## src/rtl/cfa_stream_sequencer.sv

```systemverilog
// Frame-timing controller feeding the cfa demosaic stage: pulls raw Bayer pixels
// from an upstream FIFO and wraps them in the vsync/hsync/den frame envelope.
module cfa_stream_sequencer #(
  parameter int H_ACTIVE = 512,
  parameter int V_ACTIVE = 512,
  parameter int H_BLANK  = 16,
  parameter int V_PRE    = 8,
  parameter int V_BLANK  = 32
) (
  input  logic        clk,
  input  logic        reset,
  input  logic        start,
  input  logic        continuous,
  input  logic        stop,
  input  logic        pix_valid,
  input  logic [7:0]  pix_data,
  output logic        pix_ready,
  output logic        out_vsync,
  output logic        out_hsync,
  output logic        out_den,
  output logic [7:0]  out_raw,
  output logic        busy,
  output logic        frame_done,
  output logic        underflow,
  output logic [11:0] line_cnt,
  output logic [15:0] frame_cnt
);

  typedef enum logic [2:0] {
    S_IDLE,
    S_VPRE,
    S_ACTIVE,
    S_HBLANK,
    S_VBLANK
  } state_t;

  localparam logic [15:0] VPRE_LAST   = 16'(V_PRE - 1);
  localparam logic [15:0] HACT_LAST   = 16'(H_ACTIVE - 1);
  localparam logic [15:0] HBLANK_LAST = 16'(H_BLANK - 1);
  localparam logic [15:0] VBLANK_LAST = 16'(V_BLANK - 1);
  localparam logic [11:0] LINE_LAST   = 12'(V_ACTIVE - 1);

  state_t      state;
  logic [15:0] cnt;
  logic        cont_latch;
  logic        cnt_last;

  // Timing never stalls: the cfa stage derives its X position from hsync, so a
  // pixel slot is consumed every ACTIVE cycle whether or not data is there.
  assign pix_ready = (state == S_ACTIVE);

  always_comb begin
    cnt_last = 1'b0;
    unique case (state)
      S_VPRE:   cnt_last = (cnt == VPRE_LAST);
      S_ACTIVE: cnt_last = (cnt == HACT_LAST);
      S_HBLANK: cnt_last = (cnt == HBLANK_LAST);
      S_VBLANK: cnt_last = (cnt == VBLANK_LAST);
      default:  cnt_last = 1'b0;
    endcase
  end

  // NOTE: all state and outputs use non-blocking assignments so every decode
  // below sees the pre-edge state, giving the uniform one-cycle output lag.
  always_ff @(posedge clk or posedge reset) begin
    if (reset) begin
      state      <= S_IDLE;
      cnt        <= '0;
      cont_latch <= 1'b0;
      out_vsync  <= 1'b0;
      out_hsync  <= 1'b0;
      out_den    <= 1'b0;
      out_raw    <= 8'h00;
      busy       <= 1'b0;
      frame_done <= 1'b0;
      underflow  <= 1'b0;
      line_cnt   <= '0;
      frame_cnt  <= '0;
    end else begin
      out_vsync  <= (state == S_VPRE) || (state == S_ACTIVE) || (state == S_HBLANK);
      out_hsync  <= (state == S_ACTIVE);
      out_den    <= (state == S_ACTIVE);
      out_raw    <= ((state == S_ACTIVE) && pix_valid) ? pix_data : 8'h00;
      busy       <= (state != S_IDLE);
      frame_done <= 1'b0;

      if (stop) cont_latch <= 1'b0;
      if ((state == S_ACTIVE) && !pix_valid) underflow <= 1'b1;

      if (state != S_IDLE) cnt <= cnt_last ? 16'd0 : cnt + 16'd1;

      unique case (state)
        S_IDLE: begin
          // busy still reads 1 during the frame_done cycle, so a start there is ignored
          if (start && !busy) begin
            state      <= S_VPRE;
            cnt        <= '0;
            cont_latch <= continuous & ~stop;
            underflow  <= 1'b0;
            line_cnt   <= '0;
          end
        end
        S_VPRE: begin
          if (cnt_last) state <= S_ACTIVE;
        end
        S_ACTIVE: begin
          if (cnt_last) state <= S_HBLANK;
        end
        S_HBLANK: begin
          if (cnt_last) begin
            if (line_cnt == LINE_LAST) begin
              state <= S_VBLANK;
            end else begin
              line_cnt <= line_cnt + 12'd1;
              state    <= S_ACTIVE;
            end
          end
        end
        S_VBLANK: begin
          if (cnt_last) begin
            frame_done <= 1'b1;
            frame_cnt  <= frame_cnt + 16'd1;
            if (cont_latch && !stop) begin
              state    <= S_VPRE;
              line_cnt <= '0;
            end else begin
              state <= S_IDLE;
            end
          end
        end
        default: state <= S_IDLE;
      endcase
    end
  end

endmodule
```

## config.mk

```make
export PLATFORM = sky130hd
export DESIGN_NAME = cfa_stream_sequencer
export DESIGN_NICKNAME = d
export VERILOG_FILES = /design/src/rtl/cfa_stream_sequencer.sv
export SDC_FILE = /design/constraint.sdc
export NUM_CORES = 1
export LEC_CHECK = 0
export CORE_MARGIN = 1.5
export CORE_UTILIZATION = 40
export CTS_CLUSTER_DIAMETER = 50
export DETAILED_ROUTE_END_ITERATION = 7
export PLACE_DENSITY_LB_ADDON = 0.05
export SYNTH_ARGS = -nofsm -noshare
export SYNTH_HDL_FRONTEND = slang
export SYNTH_SLANG_ARGS = --single-unit
```

## constraint.sdc

```tcl
create_clock -name clk -period 3.1 [get_ports clk]
set_input_delay 0.465 -clock clk [delete_from_list [all_inputs] [get_ports clk]]
set_output_delay 0.465 -clock clk [all_outputs]
set_load 0.005 [all_outputs]
```

=== Word level (Yosys, flattened, before mapping) ===
Index checks and enable logic that the tools add are counted.

* Bits in registers: 61
* Output and inout port bits: 43
* Logic and storage cells: 75

* $add $sub $neg: 3
* Eq/ne operators: 16
* Muxes and demuxes: 28
* Bitwise operators: 2
* Reductions and logical operators: 15

{| class="wikitable"
|+ Operator list
! cell !! number
|-
| $mux W16 || 4
|-
| $mux W12 || 5
|-
| $pmux W12 S3 || 1
|-
| $add A16 B1 Y16 const B || 2
|-
| $mux W3 || 6
|-
| $eq A16 B3 Y1 const B || 1
|-
| $eq A16 B4 Y1 const B || 1
|-
| $eq A16 B5 Y1 const B || 1
|-
| $eq A16 B9 Y1 const B || 1
|-
| $pmux W3 S5 || 1
|-
| $add A12 B1 Y12 const B || 1
|-
| $eq A12 B9 Y1 const B || 1
|-
| $ne A2 B2 Y1 const B || 6
|-
| $mux W1 || 9
|-
| $mux W8 || 1
|-
| $eq A3 B2 Y1 const B || 2
|-
| $reduce_and A6 Y1 || 1
|-
| $reduce_bool A3 Y1 || 2
|-
| $reduce_and A5 Y1 || 1
|-
| $logic_and A1 B1 Y1 || 4
|-
| $pmux W1 S4 || 1
|-
| $eq A3 B1 Y1 const B || 1
|-
| $eq A3 B3 Y1 const B || 1
|-
| $logic_not A1 Y1 || 3
|-
| 6 further kinds || 7
|}

=== Logic depth before layout (Yosys ltp) ===
Gate-level depths: netlist of the first run.

* Word-level depth: 6
* Gate-level depth with buffers: 8
* Gate-level depth less buffers: 8

=== Worst setup path before layout of the first run ===
OpenSTA, ideal clock, no wires.

* Path kind: register to register
* Start: register state[0]
* End: register cnt[7]
* Arrival time: 2091 ps
* Data required time: 2964 ps
* Slack: 873 ps
* Stages on the path, launching flop included: 9
* Buffers on the path: 2
* Period minus slack after synthesis: 2227 ps
* Cells stage by stage: dfrtp_1 > buf_2 > nor3b_2 > mux2i_1 > o2111ai_1 > maj3_2 > buf_2 > o211ai_1 > o211ai_1

* Word-level cells in the longest chain between the ends: 6
* Elaborated cells on any way between the ends: 11

{| class="wikitable"
|+ Ends and longest elaborated chain
! element !! RTL line !! RTL
|-
| start: declaration || 43 || <nowiki>state_t state;</nowiki>
|-
| start signal: assignment || 67 || <nowiki>state <= S_IDLE;</nowiki>
|-
| start signal: assignment || 96 || <nowiki>state <= S_VPRE;</nowiki>
|-
| start signal: assignment || 104 || <nowiki>if (cnt_last) state <= S_ACTIVE;</nowiki>
|-
| $eq A3 B2 Y1 (*) || n/a ||
|-
| net pix_ready || 17 || <nowiki>output logic pix_ready,</nowiki>
|-
| $pmux W1 S4 (*) || 54 || <nowiki>unique case (state)</nowiki>
|-
| $mux W16 (*) (2 in series) || 90 || <nowiki>if (state != S_IDLE) cnt <= cnt_last ? 16'd0 : cnt + 16'd1;</nowiki>
|-
| $mux W16 || 95 || <nowiki>if (start && !busy) begin</nowiki>
|-
| $mux W16 (*) || 92 || <nowiki>unique case (state)</nowiki>
|-
| end signal: assignment || 90 ||
|-
| end: declaration || 44 || <nowiki>logic [15:0] cnt;</nowiki>
|}

Mark *: on every way through the listed nets, which the timed path passes. The rest lies on a longest branch.
A chain may end at the register's enable or synchronous reset.

=== Worst setup path in the final report of the first run ===
* Start: register state[2]
* End: register cnt[15]

* Word-level cells in the longest chain between the ends: 6
* Elaborated cells on any way between the ends: 11

{| class="wikitable"
|+ Ends and longest elaborated chain
! element !! RTL line
|-
| $eq A3 B3 Y1 (tied with other cells) || 54
|-
| $pmux W1 S4 || 54
|-
| $mux W16 (2 in series) || 90
|-
| $mux W16 || 95
|-
| $mux W16 (*) || 92
|}

Mark *: on every way between the ends. The rest lies on a longest branch, timed or not.

==> results.toml, run 1 <==
[global_route]
grt-ovfl-total = 0
grt_pass1_wl_mm = 12.8
grt.busiest_layer = "met2"
grt_pass1_vias = 2638
grt_max_degree = 62
grt_use_met3_pct = 6.30
grt_use_total_pct = 19.2
antenna_found_initial = 0
grtUsageMet2_pct = 29.4
gr-usage-met1_pct = 26.0

[cells_and_area]
syn_to_final_growth_pct = 29.7
fin_area_um2 = 4080
finish.utilization_pct = 53.1
seqCellArea_um2 = 1530
nets = 406
multi_input_area_um2 = 1520
instances_no_fill = 495
nFillCells = 718
final_layout_size_suffix_gt1_share_pct = 8.65
antenna_cells = 0

[run]
drv_cap = 0

[cts]
cts_sinks = 61
htree_levels = 3
clk_path_buf_depth = 2
cts_made_buffers = 9
cts_tree = "done"
root_buffer = "clkbuf_8"
cts_hold_buf = 0
cts.clk_slew.worst_paths_ps = 80
insertion_delay_ps = 340
postCtsResizedCells = 0
post_cts_buffers = 0

[placed_design]
gp_congestion = 0.830
io_buffers = 56
place_area_um2 = 3840
place_inst = 480
hpwl_mm = 4.94

[sta]
period_needed_ps = 2450
skew_ps = 13.6
finalSetupViolations = 0
relSlewSlack_pct = 66.9
max_clock_freq_ghz = 0.409
tns_ps = 0
finalHoldViolCount = 0
rsz0062_at_grt = "false"
period_share_pct = 79.0
tightest_slew_ps = 497
report.final.slew_viol_count = 0

[worst_setup_path]
crit_path_max_incr_delay_ps = 620
worstSetupEndpointType = "flop"
worstSetupStartpointType = "flop"
worstPathRequired_ps = 3310
crit_chain = "nor3b_1 > buf_4 > o21a_1 > o2111ai_1 > maj3_2 > o21ai_1 > o21ai_0"
crit_fanout = 14
crit_start = "state[2]$_DFFE_PP0P_"
crit_buf_inv = 1
arrival_ps = 2660
critPathKind = "reg -> reg"
cp_top_family = "compound AO/OA/AOI/OAI gates"
rr_startpoint = "state[2]$_DFFE_PP0P_"
slowest_stage = "dfrtp_1"

[routing]
final_antenna_net_count = 0
vias_per_cell = 5.30
first_pass_iters = 4
drtIter0Drc = 167
via_count = 2622
wirelength_mm = 7.32
wl_per_cell_um = 14.8
drc = 0

[floorplan]
rows = 32
die_area_um2 = 8410
die_x_um = 91.7
core_um2 = 7690
die_h_um = 91.7
ioPinCount = 57
start_util_pct = 40.9

[yosys]
syn_area_um2 = 3150
synth_fp_nets = 345
async_reset_ff_share_pct = 100
synth-edff-count = 0
synth_ff_type = "dfrtp_1"
synthCells = 328
synth_area_per_cell_um2 = 9.59
yosysUniqueCellTypes = 51
ys_seq_elements = 61
ys_seq_area_share_pct = 48.5
yosys_warnings = 0

[min_path]
hp-class = "reg -> reg"
min_from = "frame_cnt[15]$_DFFE_PP0P_"

[power_and_ir_drop]
pwr_density_cell_nw_per_um2 = 426
p_leak_nw = 1.76
vdd_ir_drop_max_v = 0.000255

[run_status]
status = "completed"
[synth_stat cells (5+ instances only)]
cell type  number  area (um^2)
o21ai_0        14         70.1
inv_1           7         26.3
nor2_1         21         78.8
o22a_1          6         52.6
and2_1          6         37.5
nor2b_1        12         75.1
dfrtp_1        61         1530
nand2_1        44          165
nor3_1         12         60.1
nand3_1        12         60.1
xor2_1          6         52.6
or3_1           6         37.5
nand4_1        12         75.1
a21oi_1         5         25.0
o211ai_1        5         37.5
xnor2_1        14          123
and3_1         21          131
o221ai_1       12          105
clkbuf_1        7         26.3
[worst register-to-register path: cells and delay by family, from the launching register on]
kind	cells	cell delay (ps)
adder cells (fa/ha/maj)	1	460
AO/OA/AOI/OAI	4	770
AND/OR/NAND/NOR	1	290
buffers and inverters	1	180
flip-flops	1	620
[cell usage in the layout (no fill, tap or decap), drive strengths merged, types with 3 or more instances in the layout]
cell type	Yosys	final
a21oi	5	5
a31oi	3	3
and2	6	6
and3	21	21
buf	6	7
bufinv	0	3
clkbuf	7	11
clkdlybuf4s50	0	56
dfrtp	61	61
ha	3	3
inv	8	8
mux2i	3	3
nand2	44	44
nand3	12	12
nand4	12	12
nor2	21	21
nor2b	12	12
nor3	13	13
nor4	3	3
o211ai	5	5
o21a	3	3
o21ai	15	15
o221ai	12	12
o22a	6	6
or3	6	6
xnor2	14	14
xor2	6	6
[cell families after synthesis]
logic type                 share of synthesized area, %
and+or+nand+nor                                    26.9
AOI/OAI and AO/OA                                  13.4
buffers and inverters                              3.10
DFF                                                48.5
muxes                                             0.954
adders and majority gates                          1.55
xor gates and xnor gates                           5.57
[layout make-up]
class | count | share of cell area [%]
clock buffer | 11 | 3.71
timing repair buffer | 63 | 15.3
clock inverter | 4 | 2.33
tap | 102 | 3.13
multi-input combinational | 245 | 37.3
inverter | 9 | 0.827
sequential | 61 | 37.4
[stage by stage]
stage	total power, mW	hold slack, ps	setup WS [ps]
finish	1.74	466	652
global route	1.80	498	405
CTS	1.76	472	622
detailed placement	0.871	462	678
global placement	0.871	457	687
floorplan	0.834	465	873
[metal layers]
metal  vias up  wire, um
met1      1249      3520
met4         0       108
li1       1306         -
met5         -         0
met3         8       380
met2        59      3320
[worst paths after layout]
check                      cells after the start  slack, ps                        end
setup / recovery                               7        650          cnt[15]$_DFF_PP0_
hold / removal                                 1        470  frame_cnt[15]$_DFFE_PP0P_
setup reg to reg                               7        650          cnt[15]$_DFF_PP0_
hold reg to reg                                1        470  frame_cnt[15]$_DFFE_PP0P_
max in group asynchronous                      3       2320             busy$_DFF_PP0_
min in group asynchronous                      3        490   line_cnt[11]$_DFFE_PP0P_
[report_power, final]
group / internal, mW / total (mW) / leakage, nW / switching (mW)
clock: 0.573 / 0.888 / 0.125 / 0.315
combinational: 0.0284 / 0.0510 / 0.842 / 0.0226
sequential: 0.801 / 0.802 / 0.792 / 0.00129
total: 1.40 / 1.74 / 1.76 / 0.339
[state kept, by name (all words and copies together) (netlist names)]
signal	cells
cnt	16
busy	1
line_cnt	12
underflow	1
out_den	1
frame_cnt	16
out_vsync	1
cont_latch	1
state	3
frame_done	1
out_raw	8
No activity file was read; power rests on OpenSTA's default activity.
==> run 2: changes to the inputs <==
Clock period 3.1 ns to 2.3 ns, I/O delays scaled along.
==> run 2 against run 1 <==
Effect of this change:
- largest power group is now registers
- die area unchanged
- critical path depth decreased by 1
- non-clock buffer count increased by 30
- highest routed layer unchanged
==> results.toml, run 2 (synthesized netlist as in run 1, its figures left out) <==
[run_status]
status = "completed"

[floorplan]
die_x_um = 91.7
core_um2 = 7690
die_h_um = 91.7
ioPinCount = 57
die_area_um2 = 8410
rows = 32
start_util_pct = 40.9

[sta]
holdWs_ps = 362
rsz0062_at_grt = "true"
finalSetupViolations = 0
period_share_pct = 98.4
max_clock_freq_ghz = 0.442
skew_ps = 15.0
tightest_slew_ps = 397
tns_ps = 0
finalHoldViolCount = 0
period_needed_ps = 2260
relSlewSlack_pct = 73.4
report.final.slew_viol_count = 0
fin_ws_ps = 36.5

[worst_setup_path]
worstSetupEndpointType = "flop"
worstPathRequired_ps = 2570
critPathKind = "reg -> reg"
arrival_ps = 2530
worstSetupStartpointType = "flop"
crit_fanout = 8

[routing]
wirelength_mm = 7.45
drtIter0Drc = 104
via_count = 2757
wl_per_cell_um = 14.2
vias_per_cell = 5.24
first_pass_iters = 4
final_antenna_net_count = 0
drc = 0

[cts]
cts_hold_buf = 0
cts_tree = "done"
insertion_delay_ps = 340
htree_levels = 3
cts_made_buffers = 9
root_buffer = "clkbuf_8"
cts.clk_slew.worst_paths_ps = 80
cts_sinks = 61
clk_path_buf_depth = 2

[power_and_ir_drop]
p_leak_nw = 1.90
pwr_density_cell_nw_per_um2 = 517
vdd_ir_drop_max_v = 0.000379

[global_route]
grt_pass1_wl_mm = 12.6
grt_use_total_pct = 19.1
grt_pass1_vias = 2616
grt-ovfl-total = 0
grt_max_degree = 62
antenna_found_initial = 0

[cells_and_area]
layout_common_cells = "dfrtp_1, clkdlybuf4s50_1, nand2_1"
nets = 436
syn_to_final_growth_pct = 36.9
layout_commonest_cell = "dfrtp_1"
reg_top3 = "cnt x16, frame_cnt x16, line_cnt x12"
nFillCells = 700
antenna_cells = 0
final_layout_size_suffix_gt1_share_pct = 16.5

[placed_design]
gp_congestion = 0.749
hpwl_mm = 5.23
dp_worst_setup_slack_ps = 26.9
io_buffers = 56

[min_path]
hp-class = "in -> async"

[run]
drv_cap = 0
run 2: final timing paths:
path | startpoint | end | slack (ps) | depth (start not counted)
worst min register to register | frame_cnt[7]$_DFFE_PP0P_ | frame_cnt[7]$_DFFE_PP0P_ | 490 | 1
worst max register to register | cnt[8]$_DFF_PP0_ | line_cnt[6]$_DFFE_PP0P_ | 40 | 6
worst min-delay path | reset | frame_cnt[13]$_DFFE_PP0P_ | 360 | 3
worst max-delay path | cnt[8]$_DFF_PP0_ | line_cnt[6]$_DFFE_PP0P_ | 40 | 6
min in group clk | frame_cnt[7]$_DFFE_PP0P_ | frame_cnt[7]$_DFFE_PP0P_ | 490 | 1
max in group asynchronous | reset | state[1]$_DFFE_PP0P_ | 1620 | 3
run 2: where the power goes:
part           internal, mW  switching [mW]
logic                0.0383          0.0309
clock network         0.638           0.440
registers              1.08         0.00174
total                  1.75           0.472
run 2: cell type report:
type	count	area (um^2)	area share, %
multi-input cells	245	1540	35.8
flip-flops and latches	61	1530	35.5
repair buffers	93	851	19.8
clock buffers	10	138	3.20
well taps	102	128	2.96
clock inverters	6	86.3	2.00
inverters	9	33.8	0.784
run 2: metrics by stage:
step	std cells	power, mW	util [%]	cell area [um^2]
CTS	526	2.25	55.7	4290
floorplan	328	1.12	-	3150
global placement	510	1.17	52.8	4060
detailed placement	510	1.17	52.8	4060
global route	526	2.32	56.0	4310
finish	526	2.23	56.0	4310
run 2: timing repair:
action	CTS	global route
resized for setup	0	6
setup buffers	0	0
setup endpoints to repair	0	39
run 2: per-layer routing:
metal  vias to the layer above  part of all wire [%]  track usage [%]  wire length (um)
li1                       1364                     -                -                 -
met1                      1340                    48             26.1              3590
met2                        51                    47             29.3              3490
met3                         2                   4.4             5.97               325
met4                         0                  0.62             5.51                46
met5                         -                     0                0                 0
run 2: critical path: stages, from the launching register on:
cell and delay, ps:
dfrtp_1 370, or4_1 550, mux2i_2 220, o211a_2 300, nand3_1 320, o21ba_2 310
a31oi_1 130
==> run 3: changes to the inputs <==
Settings changed: SETUP_SLACK_MARGIN set to 0.05.
==> run 3 against run 2 <==
Effect of this change:
- first-iteration DRC count is 6.7% lower
- register-to-register slack better by 40 ps
- sequential power hardly changed
- maximum frequency is 1.9% higher
- combinational power hardly changed
- global-route usage hardly changed
- clock skew is 2.1 ps lower
- critical path type unchanged
- critical endpoint is now cnt[10]$_DFF_PP0_
==> results.toml, run 3 (synthesized netlist as in run 1, its figures left out) <==
[cts]
clk_path_buf_depth = 2
cts_sinks = 61
root_buffer = "clkbuf_8"
htree_levels = 3
cts_hold_buf = 0
insertion_delay_ps = 340
cts_tree = "done"
cts.clk_slew.worst_paths_ps = 70
cts_made_buffers = 9

[sta]
skew_ps = 12.9
rsz0062_at_grt = "true"
period_needed_ps = 2220
finalHoldViolCount = 0
tightest_slew_ps = 455
finalSetupViolations = 0
report.final.slew_viol_count = 0
fin_ws_ps = 78.6
period_share_pct = 96.6
max_clock_freq_ghz = 0.450
relSlewSlack_pct = 69.4

[power_and_ir_drop]
finalPower_mw = 2.23
p_sw_uw = 474
p_int_mw = 1.75
swShare_pct = 21.3
p_leak_nw = 1.92
pwr_density_cell_nw_per_um2 = 506
vdd_ir_drop_max_v = 0.000378
p_seq_share_pct = 48.5
pwr-share-clk_pct = 48.4
comb_power_share_pct = 3.1

[global_route]
grt_max_degree = 62
antenna_found_initial = 0
grt-ovfl-total = 0
grt_pass1_vias = 2615
grt_pass1_wl_mm = 12.6
grt_use_total_pct = 19.1

[cells_and_area]
antenna_cells = 0
syn_to_final_growth_pct = 40.0
layout_common_cells = "dfrtp_1, clkdlybuf4s50_1, nand2_1"
layout_commonest_cell = "dfrtp_1"
nets = 438
reg_top3 = "cnt x16, frame_cnt x16, line_cnt x12"
final_layout_size_suffix_gt1_share_pct = 19.2

[worst_setup_path]
rr_startpoint = "cnt[9]$_DFF_PP0_"
crit_start = "cnt[9]$_DFF_PP0_"
arrival_ps = 2430
worstSetupStartpointType = "flop"
worstPathRequired_ps = 2510
critPathKind = "reg -> reg"
worstSetupEndpointType = "flop"
crit_fanout = 7

[routing]
via_count = 2786
wirelength_mm = 7.67
first_pass_iters = 4
drtIter0Drc = 97
drc = 0
vias_per_cell = 5.28
final_antenna_net_count = 0
wl_per_cell_um = 14.5

[placed_design]
hpwl_mm = 5.23
gp_congestion = 0.749
io_buffers = 56
dp_worst_setup_slack_ps = 26.9

[floorplan]
ioPinCount = 57
die_h_um = 91.7
rows = 32
die_area_um2 = 8410
start_util_pct = 40.9
core_um2 = 7690
die_x_um = 91.7

[run]
drv_cap = 0

[min_path]
hp-class = "in -> async"

[run_status]
status = "completed"
## run 3: cell count changes in the layout (fill, tap and decap cells not counted), moves of 2 or more
cell      previous run  this run
o221ai_1            12         9
buf_4               36        32
nand3_1             12        10
o221ai_2             0         3
nand3_2              0         2
buf_6                0         5
## run 3: power by group through the flow
stage,logic [mW],clock network [mW],registers [mW]
floorplan,0.0209,0,1.10
global placement,0.0716,0,1.10
detailed placement,0.0720,0,1.10
CTS,0.0721,1.10,1.08
global route,0.0787,1.16,1.08
finish,0.0691,1.08,1.08
## run 3: final cells by class
| class | count | area [um^2] |
|---|---|---|
| clock buffers | 10 | 138 |
| clock inverters | 6 | 86.3 |
| fillers | 698 | 3280 |
| inverters | 9 | 33.8 |
| multi-input cells | 245 | 1610 |
| flip-flops and latches | 61 | 1530 |
| well taps | 102 | 128 |
| repair buffers | 94 | 877 |
| repair inverters | 1 | 5.00 |
## run 3: metrics by stage
stage / util, % / setup TNS [ps] / instance area, um^2 / std cells / hold slack (ps)
finish: 57.3 / 0 / 4410 / 528 / 364
global route: 57.3 / -47.0 / 4410 / 528 / 400
CTS: 55.9 / 0 / 4300 / 526 / 395
detailed placement: 52.8 / 0 / 4060 / 510 / 476
global placement: 52.8 / 0 / 4060 / 510 / 471
floorplan: - / 0 / 3150 / 328 / 408
## run 3: worst max-delay path, stage by stage, from the launching register on
cell       delay, ps
dfrtp_1          380
or3_4            400
nor4_4           350
o2111ai_2        170
maj3_2           370
buf_6            160
o211ai_1         160
a22oi_1          110
## run 3: path summary, 6_finish.rpt
path | end | slack, ps | depth (start not counted)
min reg2reg | frame_cnt[7]$_DFFE_PP0P_ | 490 | 1
min in group clk | frame_cnt[7]$_DFFE_PP0P_ | 490 | 1
max in group asynchronous | state[1]$_DFFE_PP0P_ | 1620 | 3
max reg2reg | cnt[10]$_DFF_PP0_ | 80 | 7
max | cnt[10]$_DFF_PP0_ | 80 | 7
min | frame_cnt[13]$_DFFE_PP0P_ | 360 | 3
## run 3: timing repair
| item | 4_1_cts | 5_1_grt |
|---|---|---|
| cloned | 0 | 1 |
| setup buffers | 0 | 1 |
| pin swaps | 0 | 11 |
| setup endpoints to repair | 3 | 42 |
| gates resized for setup | 2 | 22 |
## run 3: layer usage
layer / GRT usage, % / vias to the layer above / wire [um] / part of all wire (%)
met3: 5.97 / 2 / 352 / 4.6
met4: 5.51 / 0 / 46 / 0.60
met2: 29.3 / 57 / 3550 / 46
met1: 26.2 / 1361 / 3720 / 49
met5: 0 / - / 0 / 0
li1: - / 1366 / - / -
